[src/rtl/mem_arb_pkg.sv]
// Shared types for the three-requester memory arbiter: requester count,
// arbitration FSM states and the requester index type.
package mem_arb_pkg;

   localparam int NUM_REQ = 3;

   typedef enum logic {
      ST_ARB    = 1'b0,
      ST_LOCKED = 1'b1
   } arb_state_e;

   typedef logic [1:0] req_idx_t;

   // (base + off) mod NUM_REQ, used to rotate the search order.
   function automatic req_idx_t wrap_idx(input req_idx_t base, input int unsigned off);
      int unsigned sum;
      sum = 32'(base) + off;
      return req_idx_t'(sum % NUM_REQ);
   endfunction

endpackage

[src/rtl/arb_sp_mem.sv]
// Single-port synchronous memory: write on we, registered read of the
// addressed word every cycle. Contents are deliberately not reset.
module arb_sp_mem #(
   parameter int WIDTH  = 8,
   parameter int ADDR_W = 4
) (
   input  logic              clk,
   input  logic              we,
   input  logic [ADDR_W-1:0] addr,
   input  logic [WIDTH-1:0]  wdata,
   output logic [WIDTH-1:0]  rdata
);

   logic [WIDTH-1:0] mem [2**ADDR_W];

   always_ff @(posedge clk) begin
      if (we) mem[addr] <= wdata;
      rdata <= mem[addr];
   end

endmodule

[src/rtl/mem_rr_arbiter.sv]
// Three-requester arbiter in front of a single-port memory, with a
// hold-grant (lock) mode. Define ARB_RR_EN for round-robin arbitration;
// otherwise fixed priority 0 > 1 > 2 is used.
//
// Handshake: a transfer of requester i is accepted at a rising clk edge
// when req_valid[i] and req_ready[i] are both high; req_ready is
// combinational, never depends on itself, and at most one bit is set.
// A read accepted at edge N shows rsp_valid[i] with its data for the one
// cycle following edge N+1; writes produce no response.
module mem_rr_arbiter
   import mem_arb_pkg::*;
#(
   parameter int WIDTH  = 8,
   parameter int ADDR_W = 4
) (
   input  logic                      clk,
   input  logic                      rst,
   input  logic [NUM_REQ-1:0]        req_valid,
   input  logic [NUM_REQ-1:0]        req_we,
   input  logic [NUM_REQ-1:0]        req_lock,
   input  logic [NUM_REQ*ADDR_W-1:0] req_addr,
   input  logic [NUM_REQ*WIDTH-1:0]  req_wdata,
   output logic [NUM_REQ-1:0]        req_ready,
   output logic [NUM_REQ-1:0]        rsp_valid,
   output logic [WIDTH-1:0]          rsp_rdata,
   output logic                      busy,
   output arb_state_e                dbg_state,
   output req_idx_t                  dbg_ptr,
   output req_idx_t                  dbg_owner
);

   arb_state_e         state_q, state_d;
   req_idx_t           owner_q, owner_d;
   req_idx_t           search_base;
   req_idx_t           gnt_idx;
   logic               found;
   logic               accept;
   logic               rd_accept;
   logic [NUM_REQ-1:0] owner_mask;
   logic [NUM_REQ-1:0] elig;
   logic [NUM_REQ-1:0] rd_pend_q;
   logic               mem_we;
   logic [ADDR_W-1:0]  mem_addr;
   logic [WIDTH-1:0]   mem_wdata;
   logic [WIDTH-1:0]   mem_rdata;

`ifdef ARB_RR_EN
   req_idx_t ptr_q;

   // The pointer moves only on an accepted transfer, to just past the winner.
   always_ff @(posedge clk or negedge rst) begin
      if (!rst)        ptr_q <= '0;
      else if (accept) ptr_q <= wrap_idx(gnt_idx, 1);
   end

   assign search_base = ptr_q;
   assign dbg_ptr     = ptr_q;
`else
   assign search_base = '0;
   assign dbg_ptr     = '0;
`endif

   assign owner_mask = NUM_REQ'(1) << owner_q;
   assign elig       = (state_q == ST_ARB) ? req_valid : (req_valid & owner_mask);

   always_comb begin
      found     = 1'b0;
      gnt_idx   = '0;
      req_ready = '0;
      for (int k = 0; k < NUM_REQ; k++) begin
         if (!found && elig[wrap_idx(search_base, k)]) begin
            found   = 1'b1;
            gnt_idx = wrap_idx(search_base, k);
         end
      end
      if (found) req_ready[gnt_idx] = 1'b1;
   end

   assign accept    = found;
   assign mem_we    = accept & req_we[gnt_idx];
   assign rd_accept = accept & ~req_we[gnt_idx];
   assign mem_addr  = req_addr[int'(gnt_idx)*ADDR_W +: ADDR_W];
   assign mem_wdata = req_wdata[int'(gnt_idx)*WIDTH +: WIDTH];

   arb_sp_mem #(
      .WIDTH  (WIDTH),
      .ADDR_W (ADDR_W)
   ) u_mem (
      .clk   (clk),
      .we    (mem_we),
      .addr  (mem_addr),
      .wdata (mem_wdata),
      .rdata (mem_rdata)
   );

   always_ff @(posedge clk or negedge rst) begin
      if (!rst) begin
         state_q <= ST_ARB;
         owner_q <= '0;
      end else begin
         state_q <= state_d;
         owner_q <= owner_d;
      end
   end

   // The owner losing valid releases the lock even with no transfer that cycle.
   always_comb begin
      state_d = state_q;
      owner_d = owner_q;
      unique case (state_q)
         ST_ARB: begin
            if (accept && req_lock[gnt_idx]) begin
               state_d = ST_LOCKED;
               owner_d = gnt_idx;
            end
         end
         ST_LOCKED: begin
            if (!req_valid[owner_q])              state_d = ST_ARB;
            else if (accept && !req_lock[owner_q]) state_d = ST_ARB;
         end
         default: state_d = ST_ARB;
      endcase
   end

   // Read pipeline: pending flag tracks the memory's registered read stage.
   always_ff @(posedge clk or negedge rst) begin
      if (!rst) begin
         rd_pend_q <= '0;
         rsp_valid <= '0;
         rsp_rdata <= '0;
      end else begin
         rd_pend_q <= rd_accept ? req_ready : '0;
         rsp_valid <= rd_pend_q;
         if (|rd_pend_q) rsp_rdata <= mem_rdata;
      end
   end

   assign busy      = (state_q == ST_LOCKED) | (|rd_pend_q);
   assign dbg_state = state_q;
   assign dbg_owner = owner_q;

endmodule

[config.mk]
export PLATFORM = sky130hd
export DESIGN_NAME = mem_rr_arbiter
export DESIGN_NICKNAME = d
export VERILOG_FILES = /design/src/rtl/mem_arb_pkg.sv /design/src/rtl/arb_sp_mem.sv /design/src/rtl/mem_rr_arbiter.sv
export SDC_FILE = /design/constraint.sdc
export NUM_CORES = 1
export LEC_CHECK = 0
export ABC_AREA = 1
export BUFFER_PORTS_ARGS = -buffer_cell sky130_fd_sc_hd__buf_2
export CAP_MARGIN = 0
export CELL_PAD_IN_SITES_DETAIL_PLACEMENT = 1
export CELL_PAD_IN_SITES_GLOBAL_PLACEMENT = 1
export CORE_ASPECT_RATIO = 0.5
export CORE_MARGIN = 8
export CORE_UTILIZATION = 40
export DETAILED_ROUTE_END_ITERATION = 10
export GPL_ROUTABILITY_DRIVEN = 0
export GPL_TIMING_DRIVEN = 0
export PLACE_DENSITY_LB_ADDON = 0.1
export SLEW_MARGIN = 20
export SYNTH_ARGS = -nofsm -noshare
export SYNTH_HDL_FRONTEND = slang
export SYNTH_HIERARCHICAL = 1
export SYNTH_SLANG_ARGS = --single-unit
export TNS_END_PERCENT = 5
[constraint.sdc]
create_clock -name clk -period 3.5 [get_ports clk]
set_clock_uncertainty 0.1 [all_clocks]
set_input_delay 0.525 -clock clk [delete_from_list [all_inputs] [get_ports clk]]
set_output_delay 0.525 -clock clk [all_outputs]
set_load 0.1 [all_outputs]
Word-level counts from Yosys, hierarchy flattened
Memory sizes are Yosys's and may differ from the RTL's. A register that Yosys moved wholly into a read port is not among the register bits.
Index checks and enable logic that the tools add are counted.
{ "word_totals": {"reg_bits": 17, "mem_bits_rw": 128, "in_bits": 47, "output_inout_bits": 20, "word_cells": 52, "mem_count": 1} }
{ "memory_table": {"columns": ["name", "depth", "word_bits", "read_ports", "rd_clocked_by_memory_dff", "write_ports", "line_no", "rtl"], "rows": [
  ["u_mem.mem", 16, 8, 1, 1, 1, "arb_sp_mem.sv:14", "logic [WIDTH-1:0] mem [2**ADDR_W];"]
]} }
{ "op_classes": {"order_cmp": 3, "shift": 3, "n_mux": 24, "bitwise_logic": 6, "n_reduce_logical": 10} }
{ "op_table": {"columns": ["cell", "n"], "rows": [
  ["$shiftx A24 B6 Y8", 1],
  ["$mux W1", 14],
  ["$shiftx A12 B5 Y4", 1],
  ["$mux W3", 3],
  ["$bmux W1 S2", 4],
  ["$lt A2 B3 Y1 const B", 2],
  ["$logic_and A1 B1 Y1", 5],
  ["$and A3 B3 Y3", 1],
  ["$logic_not A1 Y1", 3],
  ["$reduce_or A3 Y1", 1],
  ["$shl A1 B2 Y3 const A", 1],
  ["$and A1 B1 Y1", 2],
  ["$demux W1 S2", 1],
  ["$ge A2 B1 Y1 const B", 1],
  ["$mux W2", 1],
  ["$not A1 Y1", 2],
  ["$pmux W1 S2", 1],
  ["$reduce_and A2 Y1", 1],
  ["$or A1 B1 Y1", 1]
]} }

Depth between registers and ports, before layout
{ "logic_depth": {"depth_word": 16, "ltp_mapped": 20, "mapped_depth_nobuf": 16} }

Modules after synthesis
The synthesis kept the hierarchy.
{ "modules_own_cells": {"columns": ["module", "instances", "cells_per_inst", "area_per_inst_um2", "seq_area_each_um2"], "rows": [
  ["arb_sp_mem", 1, 548, 5592.9, 4003.8],
  ["mem_rr_arbiter", 1, 148, 1062.3, 425.4]
]} }

Least setup slack after synthesis
Ideal clock, no wire load.
{ "synth_timing": {"path_kind": "reg2reg", "start": "register state_q, in the netlist dbg_state", "end": "memory u_mem.mem[3][0], enable pin", "setup_time_ns": 0.370, "arrival_ns": 3.161, "required_time_ns": 3.030, "slack_ns": -0.132, "stages_incl_launch_ff": 13, "n_path_buf": 4, "synth_period_minus_slack_ns": 3.632, "path_cell_list": "dfrtp_1 -> inv_1 -> nand2_1 -> nand2_4 -> nor2_4 -> nand2_2 -> buf_6 -> buf_8 -> a31oi_1 -> buf_2 -> clkbuf_1 -> nand3_1 -> nor2_1"} }
{ "synth_between": {"word_cells_on_any_way": 16, "cone_classes": "shift: 1; mux: 10; bitwise: 1; reduce/logical: 4"} }
{ "synth_rtl": {"columns": ["element", "line_no", "rtl"], "rows": [
  ["start: declaration", "mem_rr_arbiter.sv:32", "arb_state_e state_q, state_d;"],
  ["start signal: assignment", "mem_rr_arbiter.sv:101", "state_q <= state_d;"],
  ["$mux W3 (*)", "mem_rr_arbiter.sv:64", "assign elig = (state_q == ST_ARB) ? req_valid : (req_valid & owner_mask);"],
  ["$mux W1", "mem_rr_arbiter.sv:71", "if (!found && elig[wrap_idx(search_base, k)]) begin"],
  ["$logic_not A1 Y1", "mem_rr_arbiter.sv:71", null],
  ["$logic_and A1 B1 Y1", "mem_rr_arbiter.sv:71", null],
  ["$mux W1", "mem_rr_arbiter.sv:71", null],
  ["$logic_not A1 Y1", "mem_rr_arbiter.sv:71", null],
  ["$logic_and A1 B1 Y1", "mem_rr_arbiter.sv:71", null],
  ["$mux W2 (*)", "mem_rr_arbiter.sv:71", null],
  ["$shiftx A12 B5 Y4 (*)", "mem_rr_arbiter.sv:82", "assign mem_addr = req_addr[int'(gnt_idx)*ADDR_W +: ADDR_W];"],
  ["named net mem_addr[1]", "mem_rr_arbiter.sv:43", "logic [ADDR_W-1:0] mem_addr;"],
  ["end: declaration", "arb_sp_mem.sv:14", null]
]} }
The timed path passes the listed nets; every way through them passes the cells marked *. The select of a mux whose other input is x is not followed.

Worst setup path in the final report
{ "layout_timing": {"start": "register state_q, in the netlist dbg_state", "end": "memory u_mem.mem[0][7], enable pin"} }
Same word-level chain as after synthesis.

==> impl_metrics.csv <==
group,metric,value,unit
setup_path,crit_fanout,10,
clocking,clkTransAtPathRegs,60,ps
layout,nets,836,
setup_path,critPathCapture,"u_mem/mem[0][7]",
floorplanning,die_x,198.4,µm
layout,instances_no_fill,1030,
floorplanning,die-area,21270,µm²
sta,tightest_slew,823.5,ps
drt,vias,5004,
clocking,clkLatencyLatePin,430,ps
power_and_ir_drop,ir_drop,500.4,µV
logic_synthesis,synth_top_flop_cell,"edfxtp_1",
drt,post-route-drc-count,0,
layout,final_cell_mix,"412 x nand2_1, 128 x edfxtp_1, 76 x buf_2, 26 x inv_1, 20 x nor2_1",
status,violations,"negative setup slack",
floorplanning,pin_count,67,
global_routing,top_usage_layer,"met2",
sta,period_needed,3547,ps
setup_path,crit_required,3450,ps
placed_design,dpl.hpwl,14350,µm
floorplanning,num_rows,33,
logic_synthesis,synth_cells,696,
power_and_ir_drop,power_leakage,3.599,nW
layout,seqCellArea,4431,µm²
drt,ant_nets,0,
placed_design,portBuffers,64,
sta,rsz0062_at_grt,"true",
layout,multiInputGateArea,2078,µm²
global_routing,use_met2,0.2884,
drt,drt_iter0_drc,307,
drt,drt_wl_total,19790,µm
drt,via_per_inst,4.858,
logic_synthesis,synth_area_per_cell,9.562,µm²
layout,synthToLayoutAreaGrowth,21.51,%
placed_design,placedCellCount,996,
flow_run,cap_violations,0,
global_routing,grt_usage,0.1937,
setup_path,reg2reg_depth,11,
clocking,postCtsSetupBuffers,0,
floorplanning,core-area,16310,µm²
logic_synthesis,async_reset_ff_frac,0.1111,
drt,dr.pass1.iters,5,
power_and_ir_drop,power_density,902.1,nW/µm²
hold_path,hold_path.class,"primary input to register",
setup_path,r2r_end,"u_mem/mem[0][7]",
sta,setup_violations,8,
global_routing,grt_use_met3,0.05689,
setup_path,worst-setup-path-type,"register to register",
global_routing,grt_overflow,0,
sta,fin_ws,-46.63,ps
sta,drv_slew,0,
sta,fin_crit_sh,1.013,
global_routing,met1_usage,0.2771,
placed_design,preCtsSetupSlack,-291.5,ps
clocking,clockBufferDepth,2,
setup_path,reg2reg_from,"dbg_state",
sta,hold_viol,0,
drt,wl_per_cell,19.21,µm
layout,final_common_cell,"nand2_1",
setup_path,critPathLaunch,"dbg_state",
setup_path,rrSetupSlack,-50,ps
sta,max_clock_freq,282.0,MHz
sta,slew_headroom,0.4490,
sta,setup_tns,-340.9,ps
floorplanning,fp.dieH,107.2,µm
logic_synthesis,syn-cell-area,6655,µm²
layout,drive_gt1_frac,0.2095,
logic_synthesis,synth_edf_count,128,
logic_synthesis,synth-seq-cells,153,
setup_path,worstPathArrival,3490,ps
status,run_status,"finished, violations left",
clocking,cts_num_sinks,153,
global_routing,antenna_found_initial,0,
clocking,tritoncts,"yes",
clocking,cts_made_buffers,17,
clocking,htreeDepth,4,
logic_synthesis,ys_warn_count,6,
global_routing,grt_max_degree,18,
clocking,root_buffer,"clkbuf_16",
layout,fillers,1846,
logic_synthesis,synth_cell_type_count,25,
setup_path,crit_path_start_kind,"register",
logic_synthesis,synth_seq_area_share,0.6655,
setup_path,cp-end-kind,"register",
global_routing,grt_pass1_wl,30440,µm
global_routing,grt_pass1_vias,5097,
floorplanning,initial_core_util,0.4081,
stage by stage:
| stage | util | hold slack [ps] | area, µm² | power [W] |
|---|---|---|---|---|
| 2_1_floorplan | - | 129.4 | 6660 | 0.004492 |
| 5_1_grt | 0.4957 | 186.8 | 8084 | 0.007710 |
| 3_3_place_gp | 0.4454 | 277.4 | 7264 | 0.005353 |
| 6_report | 0.4958 | 190.1 | 8087 | 0.007295 |
| 3_5_place_dp | 0.4540 | 286.3 | 7405 | 0.005507 |
| 4_1_cts | 0.4904 | 165.2 | 7999 | 0.007282 |
cell type report:
class,instances,area share
sequential,153,0.5479
multi-input combinational,484,0.2570
clock buffer,19,0.05354
timing repair buffer,73,0.05199
tap,227,0.03512
buffer,29,0.02476
clock inverter,13,0.01501
inverter,31,0.01439
antenna,1,0.0003095
cell usage after synthesis, types with 4 or more instances:
master | number | area (µm²)
dfrtp_1 | 17 | 425.4
dfxtp_1 | 8 | 160.2
a31oi_1 | 12 | 75.07
nor2_1 | 35 | 131.4
buf_2 | 12 | 60.06
inv_1 | 26 | 97.59
nand3_1 | 9 | 45.04
buf_4 | 10 | 75.07
edfxtp_1 | 128 | 3844
inv_2 | 4 | 15.01
nand2_2 | 4 | 25.02
nand2_1 | 412 | 1546
how the worst min path moves through the flow:
stage / slack [ps] / cells past startpoint / start / end
after floorplan: 130 / 0 / rst / dbg_owner[0]
after global placement: 280 / 0 / rd_pend_q[0] / rsp_valid[0]
after detailed placement: 290 / 0 / rd_pend_q[0] / rsp_valid[0]
after CTS: 170 / 2 / req_we[1] / rd_pend_q[1]
after global routing: 190 / 2 / req_we[1] / rd_pend_q[1]
final: 190 / 2 / req_we[1] / rd_pend_q[1]
logic make-up (layout without fill, tap and decap cells):
kind of cell | Yosys count | after routing | share of synthesized area
other | 1 | 3 | 0.0005635
buffers and inverters | 60 | 165 | 0.04738
and+or+nand+nor | 467 | 467 | 0.2726
DFF | 153 | 153 | 0.6655
AOI/OAI and AO/OA | 15 | 15 | 0.01391
metal layers:
layer	part of all wire	vias to the layer above
met4	0.0087	0
met5	0	-
met1	0.51	2458
met2	0.42	126
li1	-	2406
met3	0.062	14
worst max-delay path: stages (launching register included):
cell     delay, ps
dfrtp_2        400
inv_1          170
nand2_1        120
nand2_4        130
nor2_4          40
nand2_2         70
buf_6          160
buf_8          170
a31oi_1        260
nor2_1         520
inv_1          320
nor2_1         710
flip-flops by register name, indices dropped and copies added (netlist names):
name and cells:
u_mem/mem 128, rsp_rdata 8, u_mem/rdata 8, rd_pend_q 3, rsp_valid 3, dbg_owner 2
dbg_state 1
timing repair:
action | CTS | global route
pin swaps | 0 | 1
hold buffers | 1 | 0
setup endpoints to repair | 105 | 120
endpoints found under the hold margin | 17 | 0
gates resized for setup | 12 | 20
power breakdown:
part	internal (W)	switching [W]
clock network	0.000984	0.000758
logic	0.000695	0.00235
registers	0.00242	0.0000828
(Power assumes the default switching activity.)
